`src/rtl/serial_word_rx_if.sv`:
```
// Bundle of the serial receiver's stream inputs and output-buffer handshake.
// master drives the serial stream and consumes the word; slave is the receiver.
interface serial_word_rx_if #(
  parameter int unsigned WIDTH = 32
);
  logic             start;
  logic             sin;
  logic             sin_valid;
  logic             out_ready;
  logic             ovr_clr;
  logic [WIDTH-1:0] dout;
  logic             out_valid;
  logic             busy;
  logic             ovr;
  logic             par_err;

  modport master (
    output start, sin, sin_valid, out_ready, ovr_clr,
    input  dout, out_valid, busy, ovr, par_err
  );

  modport slave (
    input  start, sin, sin_valid, out_ready, ovr_clr,
    output dout, out_valid, busy, ovr, par_err
  );
endinterface

```
`src/rtl/serial_word_rx.sv`:
```
// MSB-first serial-to-parallel word receiver with a one-word output buffer,
// valid/ready handshake and sticky overrun. Optional trailing even parity: RX_PARITY_EN.
module serial_word_rx #(
  parameter int unsigned WIDTH = 32,
  parameter int unsigned CNT_W = 6
) (
  input logic              clk,
  input logic              clr,
  serial_word_rx_if.slave  bus
);

`ifdef RX_PARITY_EN
  typedef enum logic [1:0] {IDLE, SHIFT, PAR} state_t;
`else
  typedef enum logic [1:0] {IDLE, SHIFT} state_t;
`endif

  state_t             state_q, state_d;
  logic [CNT_W-1:0]   cnt_q, cnt_d;
  logic [WIDTH-1:0]   dout_q, dout_d;
  logic               vld_q, vld_d;
  logic               ovr_q, ovr_d;
  logic [WIDTH-1:0]   shifted;
  logic [WIDTH-1:0]   word;
  logic               complete;
  logic               load;

  // Without parity the accumulator's top bit is never needed: the final bit
  // completes the word straight from the shift path, so it keeps WIDTH-1 bits.
`ifdef RX_PARITY_EN
  logic [WIDTH-1:0]   sreg_q, sreg_d;
  logic               perr_q, perr_d;
  logic               perr_new;
  assign shifted = {sreg_q[WIDTH-2:0], bus.sin};
`else
  logic [WIDTH-2:0]   sreg_q, sreg_d;
  assign shifted = {sreg_q, bus.sin};
`endif

  always_comb begin
    state_d  = state_q;
    sreg_d   = sreg_q;
    cnt_d    = cnt_q;
    complete = 1'b0;
    word     = shifted;
`ifdef RX_PARITY_EN
    perr_new = 1'b0;
`endif
    if (bus.start) begin
      state_d = SHIFT;
      cnt_d   = CNT_W'(WIDTH);
      sreg_d  = '0;
    end else begin
      case (state_q)
        IDLE: ;
        SHIFT: begin
          if (bus.sin_valid) begin
`ifdef RX_PARITY_EN
            sreg_d = shifted;
`else
            sreg_d = shifted[WIDTH-2:0];
`endif
            cnt_d = cnt_q - CNT_W'(1);
            if (cnt_q == CNT_W'(1)) begin
`ifdef RX_PARITY_EN
              state_d = PAR;
`else
              state_d  = IDLE;
              complete = 1'b1;
`endif
            end
          end
        end
`ifdef RX_PARITY_EN
        PAR: begin
          if (bus.sin_valid) begin
            state_d  = IDLE;
            complete = 1'b1;
            word     = sreg_q;
            perr_new = ^{sreg_q, bus.sin};
          end
        end
`endif
        default: state_d = IDLE;
      endcase
    end
  end

  // A completion may load in the same cycle the held word is consumed.
  always_comb begin
    load   = complete & (~vld_q | bus.out_ready);
    vld_d  = vld_q & ~bus.out_ready;
    dout_d = dout_q;
    ovr_d  = (complete & ~load) | (ovr_q & ~bus.ovr_clr);
`ifdef RX_PARITY_EN
    perr_d = perr_q;
`endif
    if (load) begin
      vld_d  = 1'b1;
      dout_d = word;
`ifdef RX_PARITY_EN
      perr_d = perr_new;
`endif
    end
  end

  always_ff @(posedge clk) begin
    if (clr) begin
      state_q <= IDLE;
      sreg_q  <= '0;
      cnt_q   <= '0;
      dout_q  <= '0;
      vld_q   <= 1'b0;
      ovr_q   <= 1'b0;
`ifdef RX_PARITY_EN
      perr_q  <= 1'b0;
`endif
    end else begin
      state_q <= state_d;
      sreg_q  <= sreg_d;
      cnt_q   <= cnt_d;
      dout_q  <= dout_d;
      vld_q   <= vld_d;
      ovr_q   <= ovr_d;
`ifdef RX_PARITY_EN
      perr_q  <= perr_d;
`endif
    end
  end

  assign bus.dout      = dout_q;
  assign bus.out_valid = vld_q;
  assign bus.busy      = (state_q != IDLE);
  assign bus.ovr       = ovr_q;
`ifdef RX_PARITY_EN
  assign bus.par_err   = perr_q;
`else
  assign bus.par_err   = 1'b0;
`endif

endmodule

```
`src/flat_wrapper.sv`:
```
// flat-port wrapper written by rule: the top's interface ports become plain ports
module serial_word_rx_flat 
#(
  parameter int unsigned WIDTH = 32,
  parameter int unsigned CNT_W = 6
)
  (clk, clr, bus_start, bus_sin, bus_sin_valid, bus_out_ready, bus_ovr_clr, bus_dout, bus_out_valid, bus_busy, bus_ovr, bus_par_err);
  serial_word_rx_if #(.WIDTH(WIDTH)) bus_i ();
  input logic clk;
  input logic clr;
  input wire logic [$bits(bus_i.start)-1:0] bus_start;
  input wire logic [$bits(bus_i.sin)-1:0] bus_sin;
  input wire logic [$bits(bus_i.sin_valid)-1:0] bus_sin_valid;
  input wire logic [$bits(bus_i.out_ready)-1:0] bus_out_ready;
  input wire logic [$bits(bus_i.ovr_clr)-1:0] bus_ovr_clr;
  output wire logic [$bits(bus_i.dout)-1:0] bus_dout;
  output wire logic [$bits(bus_i.out_valid)-1:0] bus_out_valid;
  output wire logic [$bits(bus_i.busy)-1:0] bus_busy;
  output wire logic [$bits(bus_i.ovr)-1:0] bus_ovr;
  output wire logic [$bits(bus_i.par_err)-1:0] bus_par_err;
  assign bus_i.start = bus_start;
  assign bus_i.sin = bus_sin;
  assign bus_i.sin_valid = bus_sin_valid;
  assign bus_i.out_ready = bus_out_ready;
  assign bus_i.ovr_clr = bus_ovr_clr;
  assign bus_dout = bus_i.dout;
  assign bus_out_valid = bus_i.out_valid;
  assign bus_busy = bus_i.busy;
  assign bus_ovr = bus_i.ovr;
  assign bus_par_err = bus_i.par_err;
  serial_word_rx #(.WIDTH(WIDTH), .CNT_W(CNT_W)) u_core (.clk(clk), .clr(clr), .bus(bus_i));
endmodule
```
`config.mk`:
```
export PLATFORM = sky130hd
export DESIGN_NAME = serial_word_rx_flat
export DESIGN_NICKNAME = d
export VERILOG_FILES = /design/src/rtl/serial_word_rx_if.sv /design/src/rtl/serial_word_rx.sv /design/src/flat_wrapper.sv
export SDC_FILE = /design/constraint.sdc
export NUM_CORES = 1
export LEC_CHECK = 0
export BUFFER_PORTS_ARGS = -buffer_cell sky130_fd_sc_hd__buf_4
export CORE_MARGIN = 5
export CORE_UTILIZATION = 45
export CTS_BUF_LIST = sky130_fd_sc_hd__clkbuf_8 sky130_fd_sc_hd__clkbuf_16
export CTS_CLUSTER_DIAMETER = 50
export DETAILED_ROUTE_END_ITERATION = 7
export PLACE_DENSITY = 0.62
export SYNTH_ARGS = -nofsm -noshare
export SYNTH_HDL_FRONTEND = slang
export SYNTH_SLANG_ARGS = --single-unit
```
`constraint.sdc`:
```
create_clock -name clk -period 2.4 [get_ports clk]
set_input_delay 0.12 -clock clk [delete_from_list [all_inputs] [get_ports clk]]
set_output_delay 0.12 -clock clk [all_outputs]
set_load 0.02 [all_outputs]
```
# Yosys cells after proc, flatten, opt, wreduce, memory -nomap -nowiden
# Cells that the tools add are included.
op_classes:
  add_sub_neg: 1
  mul: 0
  div: 0
  n_lt_le_gt_ge: 0
  n_eq_ne: 7
  shift: 0
  n_mux: 12
  bitwise_logic: 11
  n_reduce_logical: 9
ops:
  columns: ["cell", "n"]
  rows:
  - ["2-to-1 mux 6 bit", 3]
  - ["== test 6 x 1 -> 1 bit, second input constant", 1]
  - ["2-to-1 mux 1 bit", 6]
  - ["AND reduction 3 bit", 2]
  - ["nonzero test 2 bit", 3]
  - ["subtractor 6 x 1 -> 6 bit, second input constant", 1]
  - ["inverter 1 bit", 5]
  - ["bitwise AND 1 bit", 4]
  - ["2-to-1 mux 2 bit", 2]
  - ["inequality test 2 bit, second input constant", 2]
  - ["case mux 2 bit (2 select lines)", 1]
  - ["AND reduction 2 bit", 2]
  - ["inequality test 3 x 2 -> 1 bit, second input constant", 1]
  - ["inequality test 3 bit, second input constant", 1]
  - ["== test 2 x 1 -> 1 bit, second input constant", 1]
  - ["zero test 2 bit", 1]
  - ["inequality test 2 x 1 -> 1 bit, second input constant", 1]
  - ["OR 1 bit", 2]
  - ["OR reduction 2 bit", 1]
totals:
  register_bits: 73
  latch_bits: 0
  ramBits: 0
  rom_bits: 0
  inputBits: 7
  out_inout_bits: 36
  wordCells: 48
  n_memories: 0

# Depth between registers and ports, before layout
depth:
  ltp_word: 9
  ltp_mapped: 6
  ltp_nobuf: 5

# Worst setup path after synthesis
# No wires, ideal clock.
synth_path:
  path_type: "register to register"
  from: "register u_core.cnt_q[5]"
  to: "register u_core.dout_q[0] (netlist: u_core.bus.dout[0])"
  arrival_ns: 1.548
  t_required_ns: 2.328
  slack_ns: 0.780
  stages_incl_launch_ff: 5
  path_buffers: 1
  cell_sequence: "dfxtp_1 -> or4_4 -> nor4_4 -> buf_6 -> mux2i_1"
synth_via:
  elab_chain_cells: 6
synth_rtl:
  columns: ["item", "line_no", "text"]
  rows:
  - ["start: declaration", "serial_word_rx.sv:19", "logic [CNT_W-1:0] cnt_q, cnt_d;"]
  - ["start signal: assignment", "serial_word_rx.sv:121", "cnt_q <= cnt_d;"]
  - ["== test 6 x 1 -> 1 bit", "serial_word_rx.sv:64", "if (cnt_q == CNT_W'(1)) begin"]
  - ["2-to-1 mux 1 bit", "serial_word_rx.sv:64", null]
  - ["2-to-1 mux 1 bit", "serial_word_rx.sv:57", "if (bus.sin_valid) begin"]
  - ["2-to-1 mux 1 bit", "serial_word_rx.sv:54", "case (state_q)"]
  - ["2-to-1 mux 1 bit", "serial_word_rx.sv:49", "if (bus.start) begin"]
  - ["bitwise AND 1 bit", "serial_word_rx.sv:91", "load = complete & (~vld_q | bus.out_ready);"]
  - ["end signal: assignment", "serial_word_rx.sv:122", "dout_q <= dout_d;"]
  - ["end: declaration", "serial_word_rx.sv:20", "logic [WIDTH-1:0] dout_q, dout_d;"]
# No other way between the ends.
# A chain may end at the register's enable or synchronous reset.

# Worst setup path after layout
layout_path:
  from: "register u_core.cnt_q[5]"
  to: "register u_core.dout_q[13] (netlist: u_core.bus.dout[13])"
# Same word-level chain as after synthesis.

==> run metrics <==
buffers inserted during post-CTS setup optimization 0; total standard cell area after synthesis just under 3000 um2; largest fanout on the critical path 32; Post-CTS Hold Buffers 0; met3 wirelength from detailed routing approximately 170 um; GRT Resource Usage Total between 10% and 20%; Slowest Stage Delay on Critical Path between 0.5 and 0.6 ns; number of antenna violations at the first check in global routing 0; library cell used as clock root buffer clkbuf_8; IO Count 43; highest-delay cell along the critical path or4_4; WL met1 approximately 2.5 mm; horizontal extent of the die 90.85 um; leading area contributor after synthesis dfxtp_1; Final Total Pwr 2.165 mW; Worst Path Required between 2 and 3 ns; register clock-pin slew on the reported worst setup and hold paths 0.08 ns; vias in the first global route 2111; Rel. slew slack ~55%; layout overhead on the synthesized area 17.69%; DP HPWL 3.370 mm; highest-count cells in the layout ignoring fill and taps 72 x dfxtp_1, 67 x nand2b_1, 62 x nand2_1; fraction of final layout cells sized beyond drive strength 1 between 10% and 20%; global-route wire length before repair between 9 and 10 mm; Clk Latency, worst-skew pair between 0.3 and 0.4 ns; power per standard cell area 625.5 nW/um2; slew at the pin with the worst max-slew slack 0.6824 ns; Tcrit/Tclk final between 60% and 70%; number of buffers on the longest clock path 2; Area contributors post-synth dfxtp_1 49%, nand2b_1 14%, mux2i_1 11%; DP Worst Slack 0.7414 ns; # clock sinks between 70 and 80; clock buffer count from CTS 9; proportion of synthesized flip-flops having asynchronous set or reset 0%; dominant register cell in the synthesized netlist dfxtp_1; Std-Cell Core Area around 6300 um2; top routing layer in use met4; number of storage elements in the synthesis netlist between 70 and 80; number of warnings printed during yosys synthesis 0; H-tree levels 3; DRC violation total after the first TritonRoute iteration 79; endpoint arrival time on the critical path slightly below 2 ns; setup repair after global routing missed its margin no; effective utilization at floorplan between 40% and 50%; Clock Skews roughly 0.0083 ns; total number of nets in the final design between 300 and 400; overflow left after global routing 0; remaining design rule violation count 0; fin. max-slew vios 0; Vias 2148; MaxCap Viol Count 0; outcome finished clean; post-synthesis area per instance ~9 um2; pin count of the biggest net entering global routing a little under 70; Setup-failing EPs final 0; detailed-route wire length per cell 12.30 um; # fillers about 600; antenna violation net count after detailed routing 0; CTS tree done; Peak Freq ~600 MHz; amount of wire on met2 after detailed routing approximately 2.6 mm; share of the yosys chip area belonging to registers slightly below 50%; Die Y approximately 90 um; count of port buffers added during placement approximately 40; element type at the critical path end flip-flop; setup TNS 0 ns; leading cell type in the layout, fill and taps excluded dfxtp_1; number of flops mapped to enable cells by yosys 0; leakage power about 1.2 nW; num rows 29; maximum vdd ir drop around 0.00028 V; die footprint approximately 8300 um2; minimum setup slack in the final design ~0.73 ns; count of different cell masters after synthesis 33; Gate Count Post-Synth around 320; post-synth top area share approximately 49%; net count after synthesis around 330; kind of launch point of the worst setup path flip-flop; worst setup path category flip-flop to flip-flop; post-layout utilization of the core about 55%; cts repair resizes 0; worst min-delay path class input port to flip-flop; fin crit period between 1.5 and 2 ns; vias per cell roughly 5; First-pass DRT Iterations 4; Total Wirelength approximately 5.4 mm; last weighted congestion value of the routability-driven placer 0.8248; # diodes 0; Final Hold Violating Endpoints 0; worst path cell trace or4_4 > nor4_4 > buf_12 > mux2i_1
## layout make-up
cell class | count | area, um2 | share of cell area, %
sequential | 72 | 1441 | 41.63
clock inverter | 6 | 45.04 | 1.301
tap | 77 | 96.34 | 2.783
clock buffer | 10 | 137.6 | 3.975
multi-input combinational | 227 | 1380 | 39.86
inverter | 3 | 11.26 | 0.3253
timing repair buffer | 45 | 350.3 | 10.12
## logic make-up after synthesis
| kind of cell | Yosys count | share of synthesized area [%] |
|---|---|---|
| AND/OR/NAND/NOR | 151 | 27.31 |
| flip-flops | 72 | 49.00 |
| AO/OA/AOI/OAI | 39 | 7.146 |
| multiplexers | 32 | 10.89 |
| buffers and inverters | 25 | 4.083 |
| adder cells (fa/ha/maj) | 2 | 0.8506 |
| XOR/XNOR | 2 | 0.5956 |
| other | 1 | 0.1275 |
## power breakdown
group	total (mW)	internal, mW	switching (mW)	leakage, nW
Sequential	1.21	1.20	0.00655	0.581
Combinational	0.102	0.0425	0.0590	0.494
Clock	0.858	0.404	0.454	0.0845
Total	2.17	1.65	0.519	1.16
## layer usage
layer	up-vias	GRT usage [%]
met4	0	5.868
met2	29	23.00
li1	1117	-
met1	993	16.82
met5	-	0
met3	9	4.000
## path summary, 6_finish.rpt
kind | start | end | slack (ns) | cells past startpoint
setup / recovery | u_core.cnt_q[5] | u_core.bus.dout[13] | 0.73 | 4
hold / removal | bus_sin | u_core.sreg_q[0] | 0.04 | 3
setup reg to reg | u_core.cnt_q[5] | u_core.bus.dout[13] | 0.73 | 4
hold reg to reg | u_core.sreg_q[13] | u_core.sreg_q[14] | 0.46 | 2
## critical path: cells and delay by family, from the launching register on
family | cells | cell delay, ns
flip-flops | 1 | 0.33
AND/OR/NAND/NOR | 2 | 0.76
multiplexers | 1 | 0.21
buffers and inverters | 1 | 0.27
## synth_stat cells, types with 2 or more instances
| cell type | number |
|---|---|
| nand2b_1 | 67 |
| ha_1 | 2 |
| buf_6 | 3 |
| a21oi_1 | 34 |
| buf_1 | 4 |
| inv_1 | 3 |
| nand2_1 | 62 |
| nor3_1 | 5 |
| dfxtp_1 | 72 |
| nor2_1 | 5 |
| mux2i_1 | 32 |
| clkbuf_1 | 14 |
## metrics by stage
stage	cells	area (um2)	hold WS [ns]
after detailed placement	424	3279	0.3894
after global placement	424	3279	0.3858
after global routing	440	3462	0.03617
after floorplan	324	2942	0.2560
after CTS	440	3462	0.02124
final	440	3462	0.03600
## registers in the layout, summed over array words and instances, names as in the netlist
register / flops
u_core.bus.out_valid: 1
u_core.cnt_q: 6
u_core.bus.ovr: 1
u_core.state_q: 1
u_core.sreg_q: 31
u_core.bus.dout: 32
No activity file was read; power rests on OpenSTA's default activity.
